$ cat src/rtl/serial_frame_source.sv
// serial_frame_source
//   Parallel-to-serial frame feeder for the Moore sequence detector. A word
//   accepted on the din_valid/din_ready handshake is shifted out MSB-first on
//   x, one bit per clk. x_last flags the final bit of each frame, and frames
//   counts completed frames modulo 256.
//
//   Optional feature macro: SERIAL_FRAME_PARITY_EN
//     defined   - each frame gets a trailing even-parity bit (PAR state);
//                 x_last marks the parity bit.
//     undefined - frames are WIDTH bits long; x_last marks the LSB.
//
// Ports
//   clk        in   clock, rising edge
//   reset      in   asynchronous, active-low reset
//   din        in   [WIDTH-1:0] parallel word to send
//   din_valid  in   din is offered this cycle
//   din_ready  out  word is accepted at this rising edge (state decode only)
//   x          out  serial bit to the detector
//   x_valid    out  x carries a frame bit
//   x_last     out  x carries the final bit of the frame
//   frames     out  [7:0] completed-frame count, wrapping

module serial_frame_source #(
    parameter int WIDTH = 8
) (
    input  logic             clk,
    input  logic             reset,
    input  logic [WIDTH-1:0] din,
    input  logic             din_valid,
    output logic             din_ready,
    output logic             x,
    output logic             x_valid,
    output logic             x_last,
    output logic [7:0]       frames
);

    localparam int             CW       = $clog2(WIDTH);
    localparam logic [CW-1:0]  CNT_LOAD = CW'(WIDTH - 1);
    localparam logic [CW-1:0]  CNT_ONE  = CW'(1);
    localparam logic [CW-1:0]  CNT_ZERO = CW'(0);

`ifdef SERIAL_FRAME_PARITY_EN
    typedef enum logic [1:0] {IDLE = 2'd0, SHIFT = 2'd1, PAR = 2'd2} state_t;
`else
    typedef enum logic [1:0] {IDLE = 2'd0, SHIFT = 2'd1} state_t;
`endif

    state_t           state_r;
    logic [WIDTH-1:0] shreg_r;
    logic [CW-1:0]    cnt_r;
`ifdef SERIAL_FRAME_PARITY_EN
    logic             par_r;
`endif
    logic [7:0]       frames_r;
    logic             xfer_s;

    assign frames = frames_r;
    assign xfer_s = din_valid & din_ready;

    // Output decode from registered state; din_ready never looks at din_valid.
    always_comb begin
        x         = 1'b0;
        x_valid   = 1'b0;
        x_last    = 1'b0;
        din_ready = 1'b0;
        case (state_r)
            IDLE: begin
                din_ready = 1'b1;
            end
            SHIFT: begin
                x       = shreg_r[WIDTH-1];
                x_valid = 1'b1;
`ifndef SERIAL_FRAME_PARITY_EN
                // Without parity the LSB is the last bit, so the next word
                // may be accepted on the edge that ends it.
                if (cnt_r == CNT_ZERO) begin
                    x_last    = 1'b1;
                    din_ready = 1'b1;
                end else begin
                    x_last    = 1'b0;
                    din_ready = 1'b0;
                end
`endif
            end
`ifdef SERIAL_FRAME_PARITY_EN
            PAR: begin
                x         = par_r;
                x_valid   = 1'b1;
                x_last    = 1'b1;
                din_ready = 1'b1;
            end
`endif
            default: begin
                x         = 1'b0;
                x_valid   = 1'b0;
                x_last    = 1'b0;
                din_ready = 1'b0;
            end
        endcase
    end

    // Frame FSM: shift, parity accumulate, frame count and word reload.
    always_ff @(posedge clk or negedge reset) begin
        if (!reset) begin
            state_r  <= IDLE;
            shreg_r  <= '0;
            cnt_r    <= CNT_ZERO;
`ifdef SERIAL_FRAME_PARITY_EN
            par_r    <= 1'b0;
`endif
            frames_r <= 8'd0;
        end else begin
            case (state_r)
                IDLE: begin
                    state_r <= IDLE;
                end
                SHIFT: begin
                    shreg_r <= shreg_r << 1;
`ifdef SERIAL_FRAME_PARITY_EN
                    par_r   <= par_r ^ shreg_r[WIDTH-1];
`endif
                    cnt_r   <= cnt_r - CNT_ONE;
                    if (cnt_r == CNT_ZERO) begin
`ifdef SERIAL_FRAME_PARITY_EN
                        state_r  <= PAR;
`else
                        frames_r <= frames_r + 8'd1;
                        state_r  <= IDLE;
`endif
                    end else begin
                        state_r <= SHIFT;
                    end
                end
`ifdef SERIAL_FRAME_PARITY_EN
                PAR: begin
                    frames_r <= frames_r + 8'd1;
                    state_r  <= IDLE;
                end
`endif
                default: begin
                    state_r <= IDLE;
                end
            endcase
            // A transfer can only happen in IDLE or on the last bit; the
            // reload overrides the shift/idle updates above.
            if (xfer_s) begin
                shreg_r <= din;
                cnt_r   <= CNT_LOAD;
`ifdef SERIAL_FRAME_PARITY_EN
                par_r   <= 1'b0;
`endif
                state_r <= SHIFT;
            end else begin
                shreg_r <= shreg_r << 1;
                if (state_r == IDLE) begin
                    shreg_r <= shreg_r;
                end else begin
                    shreg_r <= shreg_r << 1;
                end
            end
        end
    end

endmodule

$ cat config.mk
export PLATFORM = sky130hd
export DESIGN_NAME = serial_frame_source
export DESIGN_NICKNAME = d
export VERILOG_FILES = /design/src/rtl/serial_frame_source.sv
export SDC_FILE = /design/constraint.sdc
export NUM_CORES = 1
export LEC_CHECK = 0
export ABC_AREA = 1
export CAP_MARGIN = 20
export CELL_PAD_IN_SITES_DETAIL_PLACEMENT = 0
export CELL_PAD_IN_SITES_GLOBAL_PLACEMENT = 2
export CORE_MARGIN = 8
export CORE_UTILIZATION = 28
export DETAILED_ROUTE_END_ITERATION = 8
export PLACE_DENSITY_LB_ADDON = 0.1
export SETUP_SLACK_MARGIN = 0.15
export SLEW_MARGIN = 20
export SYNTH_ARGS = -nofsm -noshare
export SYNTH_HDL_FRONTEND = slang
export SYNTH_SLANG_ARGS = --single-unit
$ cat constraint.sdc
create_clock -name clk -period 1.8 [get_ports clk]
set_input_delay 0.36 -clock clk [delete_from_list [all_inputs] [get_ports clk]]
set_output_delay 0.36 -clock clk [all_outputs]
set_load 0.02 [all_outputs]
=== After elaboration in Yosys (flattened, before gate mapping) ===
Index checks and enable logic that the tools add are counted.

* Bits in registers: 21
* Input port bits: 11
* Output and inout port bits: 12
* Logic and storage cells: 25

* $add $sub $neg: 2
* Eq/ne operators: 2
* Multiplexer cells: 12
* Bitwise logic cells: 1
* Reduce and logical (&&, ||, !) cells: 4

{| class="wikitable"
|+ Operator list
! operator !! number
|-
| 8-bit 2-to-1 mux || 2
|-
| 8-bit by 1-bit adder with 8-bit output, second input constant || 1
|-
| 1-bit 2-to-1 mux || 6
|-
| 3-bit 2-to-1 mux || 2
|-
| 3-bit zero test || 1
|-
| 3-bit by 1-bit subtractor with 3-bit output, second input constant || 1
|-
| 2-bit by 1-bit equality test with 1-bit output, second input constant || 1
|-
| 2-bit zero test || 1
|-
| 2-bit 2-to-1 mux || 1
|-
| 2-bit inequality test, second input constant || 1
|-
| 1-bit case mux with 2 select lines || 1
|-
| 2-bit AND reduction || 1
|-
| 2-bit nonzero test || 1
|-
| 1-bit AND || 1
|}

=== Depth between registers and ports, before layout ===
* Depth in word-level cells: 5
* Depth in mapped cells: 9

=== Worst setup path before layout ===
OpenSTA, ideal clock, no wires.

* Path kind: reg-to-reg
* From: reg cnt_r[0]
* To: reg shreg_r[1]
* Library setup time: 0.124 ns
* Arrival time: 1.353 ns
* Setup slack: 0.323 ns
* Cell stages (with the launch flop): 10
* Path through: dfrtp_1 > inv_1 > ha_1 > ha_1 > inv_1 > nand2_1 > nand2_1 > inv_1 > nand2_1 > nand3_1

* Word-level cells in the longest chain between the ends: 5
* Elaborated cells on any way between the ends: 6

{| class="wikitable"
|+ RTL lines
! item !! line !! text
|-
| start: declaration || 50 || <nowiki>logic [CW-1:0] cnt_r;</nowiki>
|-
| start signal: assignment || 122 || <nowiki>cnt_r <= cnt_r - CNT_ONE;</nowiki>
|-
| 3-bit zero test * || 76 || <nowiki>if (cnt_r == CNT_ZERO) begin</nowiki>
|-
| 1-bit 2-to-1 mux * || 76 ||
|-
| 1-bit case mux with 2 select lines * || 66 || <nowiki>case (state_r)</nowiki>
|-
| net din_ready || 30 || <nowiki>output logic din_ready,</nowiki>
|-
| 1-bit AND * || 58 || <nowiki>assign xfer_s = din_valid & din_ready;</nowiki>
|-
| 2-bit inequality test (no line) or 8-bit 2-to-1 mux (tied branches) || -- ||
|-
| end signal: assignment || 118 || <nowiki>shreg_r <= shreg_r << 1;</nowiki>
|-
| end signal: assignment || 147 || <nowiki>shreg_r <= din;</nowiki>
|-
| end signal: assignment || 154 || <nowiki>shreg_r <= shreg_r << 1;</nowiki>
|-
| end: declaration || 49 || <nowiki>logic [WIDTH-1:0] shreg_r;</nowiki>
|}

The timed path passes the listed nets; every way through them passes the cells marked *.
A chain may end at the register's enable or synchronous reset.

=== Final worst setup path ===
* From: reg cnt_r[0]
* To: out din_ready

* Word-level cells in the longest chain between the ends: 3

{| class="wikitable"
|+ RTL lines
! item !! line
|-
| 3-bit zero test || 76
|-
| 1-bit 2-to-1 mux || 76
|-
| 1-bit case mux with 2 select lines || 66
|-
| end: declaration || 30
|}

Every way passes these cells.

==> run_results.csv <==
group,metric,value,unit
outcome,status,"finished, final reports clean",
timing,drv_slew,0,
global_route,overflow,0,
power_and_ir_drop,p_leak,0.7019,nW
cells_and_area,fin_area,1341,sq um
cts,hold_buffers,0,
synthesis,synth_edf_count,0,
synthesis,ys_types,15,
setup_path,cp-start-kind,"flip-flop",
synthesis,ys_seq_area_frac,0.5148,
cts,cts.sink_count,20,
cells_and_area,drive_gt1_frac,0.1701,
cts,clockBufferDepth,2,
cts,cts-root-buf,"clkbuf_4",
setup_path,worstSetupPathType,"reg2out",
setup_path,cp_max_fo,3,
synthesis,synth_nets,130,
synthesis,yosys_warnings,0,
placed_design,dp_hpwl,1540,um
setup_path,cp_slowest_cell,"dfrtp_1",
setup_path,crit_buf_inv,3,
floorplan,die_area,5614,sq um
cts,clkTransAtPathRegs,0.12,ns
global_route,grt_pass1_vias,819,
cells_and_area,area_growth_syn_to_layout,37.97,%
setup_path,r2r_end,"frames[6]",
timing,timing.fmax,602.9,MHz
cts,h-tree-depth,1,
cells_and_area,diodes,0,
global_route,grt_max_degree,21,
global_route,antenna_found_initial,0,
synthesis,synthTopCellsByArea,"dfrtp_1 51%, nand2_1 15%, nand3_1 9.3%",
timing,rsz0062_at_grt,"yes",
timing,hold_viol,0,
timing,tightest_slew,0.2681,ns
global_route,grt_first_pass_wirelength,3670,um
synthesis,netlist.area_leader.share,0.5148,
floorplan,rows,21,
global_route,grt_use_total,0.08471,
synthesis,synth_seq_cells,20,
floorplan,initial_core_util,0.2913,
setup_path,reg2regPathDepth,9,
setup_path,slowest_delay,0.38,ns
floorplan,io_pins,23,
timing,finalSetupViolCount,0,
cells_and_area,finalNonFillerCells,193,
routing,avgViaCountPerCell,4.275,
synthesis,synth_common_cells,"40 x nand2_1, 20 x dfrtp_1, 18 x inv_1, 18 x nand3_1, 4 x nor2_1",
cells_and_area,nets,162,
placed_design,dp.cells,187,
placed_design,placed_cell_area,1271,sq um
routing,vias,825,
routing,postRouteWirelength,2116,um
worst_hold_path,hp-class,"in2async",
synthesis,async_flop_share,1.000,
setup_path,cp-end-kind,"output port",
run,drv.max_cap_violation_count,0,
synthesis,syn_avg_cell_area,8.381,sq um
setup_path,worst_ep_required_time,1.44,ns
routing,drtIter0Drc,25,
cts,clk_latency,0.30,ns
timing,fin_crit_sh,0.9215,
floorplan,dieWidth,74.93,um
routing,dr.pass1.iters,4,
synthesis,synth_ff_type,"dfrtp_1",
placed_design,port_buffers,22,
setup_path,r2r-start,"cnt_r[0]",
setup_path,arrival,1.30,ns
timing,skew,0.001036,ns
floorplan,fp.dieH,74.93,um
timing,finalCriticalPeriod,1.659,ns
synthesis,synth_area,972.2,sq um
synthesis,post_synth_inst_count,116,
cts,numCtsBuffers,3,
setup_path,ff2ff_setup_slack,0.38,ns
setup_path,crit_chain,"inv_2 > ha_4 > ha_4 > inv_2 > nand2_2 > buf_6",
timing,max_slew_margin,0.8213,
power_and_ir_drop,p_per_area,1347,nW/um^2
power_and_ir_drop,ir_worst_vdd,449.7,uV
routing,drc_errors,0,
setup_path,path_delay_family,"flip-flops",
routing,drtAntennaViolNets,0,
routing,wl_per_cell,10.96,um
placed_design,gp_congestion,0.7121,
synthesis,synth_top_cell_by_area,"dfrtp_1",
synthesis,synth_most_common_cell,"nand2_1",
floorplan,core,3337,sq um
cts,cts_tree,"built",
-- power by group --
group	internal (mW)	switching [mW]
registers	0.603	0.107
logic	0.376	0.445
clock network	0.123	0.152
-- layout make-up --
cell class	instances	area (sq um)
fillers	372	1996
flip-flops and latches	20	501.7
multi-input cells	76	415.4
repair buffers	29	262.8
inverters	18	67.56
well taps	46	57.56
clock buffers	4	36.28
-- what timing repair did --
action,4_1_cts,5_1_grt
pin swaps,3,3
gates resized for setup,31,1
endpoints found under the setup margin,12,2
hold endpoints to repair,0,0
setup buffers,2,0
-- worst register-to-register path: stages, from the launching register on --
cell and delay (ns):
dfrtp_1 0.41, inv_2 0.08, ha_4 0.14, ha_4 0.14
nand2_4 0.05, buf_4 0.16, nor2_4 0.10, nand2_2 0.08
o21ai_1 0.12, nand2_1 0.05
-- how the worst max path moves through the flow --
stage	start	to	slack, ns	cells after the start
after CTS	cnt_r[1]	din_ready	0.10	6
after global placement	cnt_r[0]	din_ready	-0.10	6
after global routing	cnt_r[1]	din_ready	0.07	6
after detailed placement	cnt_r[0]	din_ready	-0.1	6
after floorplan	cnt_r[0]	shreg_r[1]	0.32	9
final	cnt_r[0]	din_ready	0.14	6
-- registers in the layout, summed over array words and instances, names as in the netlist --
register  flops
cnt_r         3
frames        8
shreg_r       8
state_r       1
-- stage by stage --
step                worst slack (ns)  total power [mW]  utilization  hold slack (ns)  TNS (ns)
floorplan                     0.3231             1.168            -          0.06441         0
global placement             -0.1015             1.477       0.3810           0.4696   -0.1621
detailed placement          -0.09972             1.495       0.3810           0.4739   -0.1786
CTS                           0.1015             1.849       0.4020           0.3859         0
global route                 0.07137             1.950       0.4020           0.3945         0
finish                        0.1412             1.807       0.4020           0.3833         0
-- cell families (layout without fill, tap and decap cells) --
| kind of cell | count (synthesis) | in the layout | share of synthesized area |
|---|---|---|---|
| compound gates | 3 | 3 | 0.02058 |
| xor+xnor | 4 | 4 | 0.03604 |
| fa+ha+maj | 3 | 3 | 0.03861 |
| buf+inv | 20 | 51 | 0.08622 |
| flops | 20 | 20 | 0.5148 |
| simple gates | 66 | 66 | 0.3037 |
-- cell usage in the layout (no fill, tap or decap), drive strengths merged --
cell type,count
o21ai,1
nand2,42
dfrtp,20
dlygate4sd2,10
xor2,2
buf,9
clkdlybuf4s50,10
clkbuf,4
nand3,18
nor2,6
ha,3
o211ai,2
inv,18
xnor2,2
-- routing by layer --
layer  track usage  up-vias  wire [um]
met5             0        -          0
met4       0.04565        0         34
met3       0.02130        4        141
met2        0.1449       22       1004
met1       0.09353      381        936
li1              -      418          -
Note: power is estimated with default switching activity, not from simulation.
